File: src/rtl/uart_rx_cfg.sv
// uart_rx_cfg -- parametrised UART receiver with 3-sample majority voting,
// optional parity, one or two stop bits and a one-entry output register.
//
// Parameters:
//   CLKS_PER_BIT  clock cycles per serial bit (>= 8)
//   DATA_BITS     data bits per frame (5..9), LSB first on the line
//   PARITY        0 = none, 1 = odd, 2 = even
//   STOP_BITS     1 or 2
//
// Ports:
//   clk          system clock
//   reset        synchronous, active-high
//   rx           asynchronous serial input, idle high
//   rx_data      received word, stable while rx_valid is high
//   rx_valid     output register holds an unconsumed word
//   rx_ready     consumer accepts the word when rx_valid & rx_ready
//   parity_err   parity mismatch for the held word (qualified by rx_valid)
//   frame_err    a stop bit was sampled low for the held word (qualified by rx_valid)
//   overrun_err  one-cycle pulse when a completed frame is discarded
//   busy         receiver FSM is not IDLE
//   fsm_state    current FSM state, for observation only
//
// Handshake: a word transfers on every clock edge where rx_valid and
// rx_ready are both high. rx_valid stays high, and rx_data/parity_err/
// frame_err stay stable, until that transfer. A frame completing while the
// held word is not being transferred is dropped and overrun_err pulses.
// rx_ready only feeds registers, never an output directly.
module uart_rx_cfg #(
  parameter int CLKS_PER_BIT = 434,
  parameter int DATA_BITS    = 8,
  parameter int PARITY       = 0,
  parameter int STOP_BITS    = 1
) (
  input  logic                 clk,
  input  logic                 reset,
  input  logic                 rx,
  output logic [DATA_BITS-1:0] rx_data,
  output logic                 rx_valid,
  input  logic                 rx_ready,
  output logic                 parity_err,
  output logic                 frame_err,
  output logic                 overrun_err,
  output logic                 busy,
  output logic [2:0]           fsm_state
);

  localparam int H  = CLKS_PER_BIT / 2;
  localparam int CW = $clog2(CLKS_PER_BIT);
  localparam int BW = $clog2(DATA_BITS);

  localparam logic [CW-1:0] CNT_LAST   = CW'(CLKS_PER_BIT - 1);
  // The baud counter reads 0 on each bit boundary (t0 + k*CLKS_PER_BIT), so
  // the vote for sample point t0 + H + k*CLKS_PER_BIT is taken one cycle
  // later, when the counter reads H+1.
  localparam logic [CW-1:0] CNT_DECIDE = CW'(H + 1);
  localparam logic [BW-1:0] BIT_LAST   = BW'(DATA_BITS - 1);
  localparam logic [BW-1:0] STOP_LAST  = BW'(STOP_BITS - 1);
  localparam bit            HAS_PAR    = (PARITY != 0);
  localparam bit            ODD_PAR    = (PARITY == 1);

  localparam logic [2:0] ST_IDLE  = 3'd0;
  localparam logic [2:0] ST_START = 3'd1;
  localparam logic [2:0] ST_DATA  = 3'd2;
  localparam logic [2:0] ST_PAR   = 3'd3;
  localparam logic [2:0] ST_STOP  = 3'd4;

  logic [1:0]           sync;      // sync[1] is the synchronised line (rxs)
  logic [1:0]           hist;      // hist[0] = rxs one cycle ago, hist[1] = two ago
  logic                 rxs;
  logic [2:0]           state;
  logic [2:0]           state_nxt;
  logic [CW-1:0]        cnt;
  logic [BW-1:0]        bit_cnt;
  logic [DATA_BITS-1:0] shift_reg;
  logic                 par_bad;
  logic                 frame_bad;
  logic                 start_edge;
  logic                 tick;
  logic                 vote;
  logic                 complete;

  assign rxs        = sync[1];
  assign start_edge = (state == ST_IDLE) && !rxs && hist[0];
  assign tick       = (state != ST_IDLE) && (cnt == CNT_DECIDE);
  // Majority of rxs at sample point -1, sample point and sample point +1.
  assign vote       = (rxs & hist[0]) | (rxs & hist[1]) | (hist[0] & hist[1]);
  assign fsm_state  = state;

  always_ff @(posedge clk) begin
    if (reset) begin
      sync <= 2'b11;
      hist <= 2'b11;
    end else begin
      sync <= {sync[0], rx};
      hist <= {hist[0], rxs};
    end
  end

  always_comb begin
    state_nxt = state;
    complete  = 1'b0;
    case (state)
      ST_IDLE:  if (start_edge) state_nxt = ST_START;
      ST_START: if (tick) state_nxt = vote ? ST_IDLE : ST_DATA;
      ST_DATA:  if (tick && (bit_cnt == BIT_LAST)) state_nxt = HAS_PAR ? ST_PAR : ST_STOP;
      ST_PAR:   if (tick) state_nxt = ST_STOP;
      ST_STOP: begin
        if (tick && (bit_cnt == STOP_LAST)) begin
          state_nxt = ST_IDLE;
          complete  = 1'b1;
        end
      end
      default:  state_nxt = ST_IDLE;
    endcase
  end

  always_ff @(posedge clk) begin
    if (reset) begin
      state <= ST_IDLE;
      busy  <= 1'b0;
    end else begin
      state <= state_nxt;
      busy  <= (state_nxt != ST_IDLE);
    end
  end

  // Baud counter: loaded with 1 on the edge-detect cycle so it reads m mod
  // CLKS_PER_BIT at cycle t0+m; held at 0 whenever the FSM is idle.
  always_ff @(posedge clk) begin
    if (reset) begin
      cnt <= '0;
    end else if (state_nxt == ST_IDLE) begin
      cnt <= '0;
    end else if (state == ST_IDLE) begin
      cnt <= CW'(1);
    end else if (cnt == CNT_LAST) begin
      cnt <= '0;
    end else begin
      cnt <= cnt + 1'b1;
    end
  end

  // Bit counter indexes data bits in DATA and stop bits in STOP; it returns
  // to 0 on leaving either state.
  always_ff @(posedge clk) begin
    if (reset) begin
      bit_cnt <= '0;
    end else if (tick) begin
      if (state == ST_DATA) begin
        bit_cnt <= (bit_cnt == BIT_LAST) ? '0 : bit_cnt + 1'b1;
      end else if (state == ST_STOP) begin
        bit_cnt <= (bit_cnt == STOP_LAST) ? '0 : bit_cnt + 1'b1;
      end
    end
  end

  always_ff @(posedge clk) begin
    if (reset) begin
      shift_reg <= '0;
      par_bad   <= 1'b0;
      frame_bad <= 1'b0;
    end else if (start_edge) begin
      par_bad   <= 1'b0;
      frame_bad <= 1'b0;
    end else if (tick) begin
      case (state)
        // LSB arrives first, so shifting right leaves it in bit 0.
        ST_DATA: shift_reg <= {vote, shift_reg[DATA_BITS-1:1]};
        // Odd parity wants data^p = 1, even wants 0.
        ST_PAR:  par_bad   <= (^shift_reg) ^ vote ^ ODD_PAR;
        ST_STOP: if (!vote) frame_bad <= 1'b1;
        default: ;
      endcase
    end
  end

  // Output register. The last stop vote is folded in directly because
  // frame_bad only reflects earlier stop bits at completion time.
  always_ff @(posedge clk) begin
    if (reset) begin
      rx_data     <= '0;
      rx_valid    <= 1'b0;
      parity_err  <= 1'b0;
      frame_err   <= 1'b0;
      overrun_err <= 1'b0;
    end else begin
      overrun_err <= 1'b0;
      if (complete) begin
        if (!rx_valid || rx_ready) begin
          rx_data    <= shift_reg;
          rx_valid   <= 1'b1;
          parity_err <= par_bad;
          frame_err  <= frame_bad | ~vote;
        end else begin
          overrun_err <= 1'b1;
        end
      end else if (rx_valid && rx_ready) begin
        rx_valid <= 1'b0;
      end
    end
  end

endmodule

File: config.mk
export PLATFORM = sky130hd
export DESIGN_NAME = uart_rx_cfg
export DESIGN_NICKNAME = d
export VERILOG_FILES = /design/src/rtl/uart_rx_cfg.sv
export SDC_FILE = /design/constraint.sdc
export NUM_CORES = 1
export LEC_CHECK = 0
export CAP_MARGIN = 20
export CORE_ASPECT_RATIO = 0.7
export CORE_MARGIN = 2
export CORE_UTILIZATION = 35
export CTS_CLUSTER_SIZE = 28
export DETAILED_ROUTE_END_ITERATION = 7
export PLACE_DENSITY = 0.65
export SYNTH_ARGS = -nofsm -noshare
export SYNTH_HDL_FRONTEND = slang
export SYNTH_SLANG_ARGS = --single-unit
export TNS_END_PERCENT = 100
File: constraint.sdc
create_clock -name clk -period 3.7 [get_ports clk]
set_clock_uncertainty 0.2 [all_clocks]
set_input_delay 1.11 -clock clk [delete_from_list [all_inputs] [get_ports clk]]
set_output_delay 1.11 -clock clk [all_outputs]
set_load 0.05 [all_outputs]
# Word level (Yosys, flattened, before mapping)
# Index checks and enable logic that the tools add are counted.
# totals
register_bits,42
word_cells,81
# op_classes
n_bitwise,10
n_mux,19
eq_ne,8
reduce_logical,27
add_sub_neg,2
# ops
cell,count
$mux W3,9
$pmux W3 S5,1
$add A9 B1 Y9 const B,1
$eq A9 B8 Y1 const B,1
$eq A9 B9 Y1 const B,1
$logic_not A3 Y1,3
$mux W1,8
$reduce_and A2 Y1,4
$reduce_xor A8 Y1,1
$eq A3 B2 Y1 const B,2
$eq A3 B3 Y1 const B,2
$logic_and A1 B1 Y1,6
$reduce_and A3 Y1,2
$reduce_bool A3 Y1,2
$reduce_or A2 Y1,3
$reduce_bool A2 Y1,2
$reduce_or A4 Y1,1
$add A3 B1 Y3 const B,1
$and A1 B1 Y1,3
$eq A3 B1 Y1 const B,1
$not A1 Y1,3
$or A1 B1 Y1,3
$logic_not A1 Y1,2
$mux W2,1
3 further kinds,3

# Longest topological paths before layout
# logic_depth
word_depth,8
ltp_mapped,8
ltp_nobuf,7

# Worst setup path after synthesis
# Ideal clock, no wire load.
# synth_path
path_kind,input-to-reg
start,in reset
end,reg cnt[2]
path_slack_ps,1473
cell_stages,4
t_arrival_ps,1954
t_required_ps,3427
n_path_buf,1
cell_sequence,a21o_1 or3b_1 buf_6 nor3_2
# synth_between
elab_chain_len,1
# synth_rtl
element,line_no,source
start: declaration,35,"input logic reset,"
$reduce_or A4 Y1 (no source line),--,
end signal: assignment,139,cnt <= cnt + 1'b1;
end: declaration,72,logic [CW-1:0] cnt;
# Every way passes these cells.
# A chain may end at the register's enable or synchronous reset.

# Worst setup path after layout
# layout_path
start,reg state[0] (netlist: fsm_state[0])
end,out fsm_state[0]
# layout_lines
element,line_no,source
start: declaration,70,logic [2:0] state;
start signal: assignment,122,state <= state_nxt;
end: declaration,44,output logic [2:0] fsm_state
# No word-level cell between the ends.

==> impl_metrics.tcl <==
set metrics [dict create \
    status "finished, final reports clean" \
    clock_tree.htree_level_count 2 \
    post-route-min-period_ps 2990 \
    die_h_um 65.8 \
    critPathBufInv 1 \
    worst_skew_pair.late_latency_ps 300 \
    worst_slew_margin_rel_pct 58.5 \
    worstPathMaxFanout 10 \
    synth.top_cells.by_area "dfxtp_1 44%, mux2i_1 9.4%, nor2_1 6.3%" \
    synth_area_um2 1910 \
    portBuffers 19 \
    cp_data_required_time_ps 2390 \
    postSynthRegisterBits 42 \
    pwr-share-comb_pct 3.9 \
    most_used_routing_layer "met1" \
    worst-endpoint-arrival_ps 1680 \
    number_of_buffers_created_by_cts 5 \
    cts_setup_buffers 0 \
    syn_area_per_cell_um2 9.96 \
    detailroute.via_count 1332 \
    post-route-period-util_pct 80.8 \
    crit_path_cell_trace "clkdlybuf4s50_1" \
    power.share.sequential_pct 57.3 \
    final_hold_viol_count 0 \
    flow.area_growth_from_synthesis_pct 17.7 \
    antenna_found_initial 0 \
    post_route_cells_drive_above_1_share_pct 12.1 \
    rows 22 \
    grt_start_max_net_pins 30 \
    yosys.cell_count.top_type "dfxtp_1" \
    synth-async-reset-ratio_pct 0 \
    path_class "flip-flop to primary output" \
    p_total_uw 799 \
    syn-num-nets 202 \
    power.leakage_uw 0.000803 \
    clockBufferDepth 2 \
    ctsResizeCount 0 \
    grt_setup_unrepaired "false" \
    switching_share_pct 22.9 \
    setup_violations 0 \
    top_level_ports 20 \
    fillers 519 \
    drc 0 \
    routed_wl_um 3520 \
    largest_register_ff_count 9 \
    hpwl_um 2470 \
    achievable-frequency_mhz 335 \
    crit_family "buffers and inverters" \
    root_buffer "clkbuf_8" \
    placeableCoreArea_um2 5260 \
    gr-total-overflow 0 \
    hold_path_class "flip-flop to flip-flop" \
    crit_end_element "primary output" \
    wire_length_of_the_first_global_routing_pass_um 5940 \
    number_of_global_route_vias_before_repair 1185 \
    setup-tns-final_ps 0 \
    critPathMaxStageDelay_ps 880 \
    crit_start_category "flip-flop" \
    number_of_hold_repair_buffers_added_at_the_cts_stage 0 \
    power.internal_uw 616 \
    area_of_the_multi_input_gates_um2 996 \
    dieArea_um2 6080 \
    ys_seq_area_share_pct 44.0 \
    number_of_enable_flip_flop_cells_after_synthesis 0 \
    diodes 0 \
    met2_usage_pct 15.9 \
    vdd_drop_max_mv 0.175 \
    clkSinkCount 42 \
    die_width_um 92.3 \
    timing.max_cap.violations 0 \
    final-seq-area_um2 841 \
    synth.cells.most_frequent "42 x dfxtp_1, 32 x nor2_1, 18 x mux2i_1" \
    drt-pass1-iter-count 4 \
    share_clk_of_total_power_pct 38.8 \
    power.switching_uw 183 \
    place.gp.congestion 0.875 \
    gr-usage-all-layers_pct 12.9 \
    clkTransAtPathRegs_ps 80 \
    grtUsageMet1_pct 19.3 \
    worst_pin_slew_ps 618 \
    met3_usage_pct 4.68 \
    synth_cell_type_count 43 \
    synthCells 192 \
    synth_flop_cell "dfxtp_1" \
    yosysTopAreaCell "dfxtp_1" \
    timing.critical_path.slowest_stage_cell "clkdlybuf4s50_1" \
    routed_via_density 4.66 \
    synthesis.yosys.warnings 0 \
    drtIter0Drc 71 \
    detail-route-antenna-nets 0 \
    nets 223 \
    synth_largest_type_area_fraction_pct 44.0 \
    tritoncts "built" \
    power_density_nw_per_um2 355 \
    wl_per_cell_um 12.3 \
    timing_max_transition_violations_final 0 \
    initial_core_util_pct 36.4 \
]
==> path summary, 6_finish.rpt <==
kind                     start      endpoint  slack [ps]  cells past startpoint
setup / recovery  fsm_state[0]  fsm_state[0]         710                      1
hold / removal         sync[0]       sync[1]         210                      1
setup reg to reg        cnt[0]        cnt[0]        1430                      7
hold reg to reg        sync[0]       sync[1]         210                      1
==> cell usage in the layout, fill, tap and decap left out, drive strengths merged <==
cell            n
nor2           32
and3            1
xor2            3
nor3            9
a21oi           8
buf             2
nand4           2
or2             6
maj3            1
clkinvlp        1
o211ai          1
nor4            2
nand2           5
clkbuf          6
mux2i          18
o21ba           1
nor4b           1
nor3b           1
nand3           6
a311oi          1
and2b           2
o21ai           2
or3b            1
clkinv          1
or3             2
nand4bb         1
ha              6
nor2b           2
nand4b          1
nand2b          6
xnor3           1
clkdlybuf4s50  19
dfxtp          42
inv             6
xnor2          11
a211oi          1
o32ai           1
a21o            1
a221oi          1
==> per-stage QoR <==
stage	utilization, %	setup slack, ps	hold slack, ps	cell area [um^2]	instances
final	42.8	712	211	2250	286
after global routing	42.8	639	235	2250	286
after CTS	42.8	698	214	2250	286
after detailed placement	41.0	863	193	2150	278
after global placement	41.0	913	191	2150	278
after floorplan	-	1470	189	1910	192
==> routing by layer <==
metal  vias to the layer above  share of wire, %
met5                         -                 0
met4                         0               2.0
met3                         6               5.3
met2                        27                37
met1                       602                56
li1                        697                 -
==> power groups by stage <==
stage | clock (uW) | combinational, uW | sequential, uW
final | 310 | 31.0 | 458
after global routing | 343 | 33.7 | 459
after floorplan | 0 | 19.5 | 471
after global placement | 0 | 31.3 | 468
after detailed placement | 0 | 31.3 | 468
after CTS | 326 | 31.4 | 458
==> final cells by class <==
type                       count  share of cell area, %
tap                           72                   4.00
timing repair buffer          21                   9.12
sequential                    42                   37.4
clock buffer                   6                   3.67
inverter                       6                   1.00
clock inverter                 2                  0.556
multi-input combinational    137                   44.3
==> cell families (layout without fill, tap and decap cells) <==
| family | count (synthesis) | after routing | synth area share (%) |
|---|---|---|---|
| compound gates | 17 | 17 | 5.69 |
| fa+ha+maj | 7 | 7 | 4.45 |
| simple gates | 80 | 80 | 24.9 |
| mux | 18 | 18 | 9.42 |
| flops | 42 | 42 | 44.0 |
| buf+inv | 13 | 35 | 3.93 |
| xor+xnor | 15 | 15 | 7.59 |
Note: power is estimated with default switching activity, not from simulation.
==> variant, RTL diff (config.mk and constraints unchanged) <==
The parameter `CLKS_PER_BIT` goes from 434 to 217.
--- a/src/rtl/uart_rx_cfg.sv
+++ b/src/rtl/uart_rx_cfg.sv
@@ -28,3 +28,3 @@
 module uart_rx_cfg #(
-  parameter int CLKS_PER_BIT = 434,
+  parameter int CLKS_PER_BIT = 217,
   parameter int DATA_BITS    = 8,
Formal check against the unedited RTL: no difference found for any inputs over 10 cycles, from zero or initial values and one cycle with reset high; that may be too few to reach the edited logic, so the function may still have changed.
==> variant against the original RTL <==
Routed wire length increased by 5.8%. Total power decreased by 3.5%. Die area decreased by 0.37%. Critical path depth unchanged. Synthesized cell count increased by 8.9%. Area after synthesis decreased by 0.39%. Design area decreased by 0.95%. Worst setup slack got worse by 0.13 ns. First-iteration DRC count decreased by 18%. Sequential power decreased by 2%. Sequential cell count decreased by 1. Critical path type unchanged. Highest routed layer unchanged.
==> variant: results <==
export IMPL_grt_pass1_wl_um=6450
export IMPL_cp_top_family="buffers and inverters"
export IMPL_synthXorXnorAreaFrac=0.0624
export IMPL_syn_inst=209
export IMPL_synthMuxAreaShare=0.0578
export IMPL_vias=1446
export IMPL_p_leak_nw=0.709
export IMPL_pre_cts_slack_ns=0.763
export IMPL_synth_compound_area_frac=0.0900
export IMPL_reg2regPathDepth=6
export IMPL_h_tree_depth=2
export IMPL_synthTopCellsByArea="dfxtp_1 (43%), mux2i_1 (5.8%), nand2_1 (5.1%), nor2_1 (4.9%), a21oi_1 (3.9%)"
export IMPL_dpl_instance_area_um2=2140
export IMPL_synthesis_nets=219
export IMPL_postRouteAntennaNets=0
export IMPL_cts_made_buffers=5
export IMPL_clkTransAtPathRegs_ns=0.08
export IMPL_track_usage=0.136
export IMPL_numPlacedInstances=292
export IMPL_r2r_end="rx_data[7]"
export IMPL_slowest_delay_ns=0.90
export IMPL_cp_slowest_cell="clkdlybuf4s50_1"
export IMPL_gp_congestion=0.767
export IMPL_min_path_type="register to register"
export IMPL_grt_pass1_vias=1360
export IMPL_routed_wirelength_um=3730
export IMPL_grt_start_max_net_pins=29
export IMPL_layout_drive_gt1_share=0.110
export IMPL_fin_nets=237
export IMPL_slew_headroom=0.602
export IMPL_cp_max_fo=13
export IMPL_drt_pass1_iterations=4
export IMPL_reg2reg_setup_slack_ns=1.15
export IMPL_critPathArrivalTime_ns=1.81
export IMPL_clock_latency_ns=0.30
export IMPL_fillers=521
export IMPL_peakVddDrop_v=0.000134
export IMPL_reg2reg_from="cnt[0]"
export IMPL_synthAdderAreaFrac=0.0394
export IMPL_ys_seq_area_frac=0.431
export IMPL_route_detailed_vias_per_inst=4.82
export IMPL_hp_start="sync[0]"
export IMPL_hold_path_end="sync[1]"
export IMPL_drtIter0Drc=58
export IMPL_min_path_cells=1
export IMPL_outcome="finished, final reports clean"
export IMPL_postCtsSetupBuffers=0
export IMPL_dp_hpwl_um=2660
export IMPL_ys_top_cells_by_count="dfxtp_1 (41), nand2_1 (26), nor2_1 (25)"
export IMPL_port_buffers=19
export IMPL_clockBufferDepth=2
export IMPL_ys_types=41
variant: cell count changes after synthesis, sizes merged, moves of 3 or more:
cell / change
o21ai: +3
clkbuf: +3
a21oi: +7
nand2: +21
nor2: -7
mux2i: -7
xnor2: -4
nand3b: +3
variant: worst max path at each step:
| stage | endpoint | slack, ns | depth (start not counted) | startpoint |
|---|---|---|---|---|
| floorplan | cnt[1] | 1.39 | 4 | reset |
| global placement | rx_data[1] | 0.80 | 5 | rx_ready |
| detailed placement | rx_data[7] | 0.76 | 5 | rx_ready |
| CTS | fsm_state[0] | 0.58 | 1 | fsm_state[0] |
| global route | fsm_state[0] | 0.50 | 1 | fsm_state[0] |
| finish | fsm_state[0] | 0.58 | 1 | fsm_state[0] |
variant: layout make-up:
class / count / area (µm²) / share of cell area
Inverter: 4 / 15.0 / 0.00674
Multi-Input combinational cell: 155 / 1020 / 0.457
Timing Repair Buffer: 20 / 198 / 0.0887
Sequential cell: 41 / 821 / 0.368
Clock buffer: 5 / 68.8 / 0.0309
Tap cell: 72 / 90.1 / 0.0404
Clock inverter: 3 / 17.5 / 0.00786
variant: metal layers:
layer | track usage | vias up | wire length (µm)
met5 | 0 | - | 0
li1 | - | 751 | -
met3 | 0.0378 | 4 | 241
met4 | 0.0504 | 0 | 38
met2 | 0.183 | 40 | 1430
met1 | 0.204 | 651 | 2010
variant: metrics by stage:
| step | hold WS, ns | utilization |
|---|---|---|
| floorplan | 0.189 | - |
| CTS | 0.225 | 0.424 |
| finish | 0.218 | 0.424 |
| global route | 0.249 | 0.424 |
| global placement | 0.193 | 0.407 |
| detailed placement | 0.204 | 0.407 |
variant: logic make-up (layout without fill, tap and decap cells):
kind of cell,after synthesis,in the layout
buffers and inverters,13,32
DFF,41,41
AOI/OAI and AO/OA,28,28
adders and majority gates,6,6
muxes,11,11
xor gates and xnor gates,12,12
and+or+nand+nor,98,98
variant: power breakdown:
group	switching (mW)	total [mW]	leakage (nW)	internal (mW)
Combinational	0.0199	0.0327	0.334	0.0128
Clock	0.160	0.290	0.0439	0.130
Sequential	0.00445	0.448	0.331	0.444
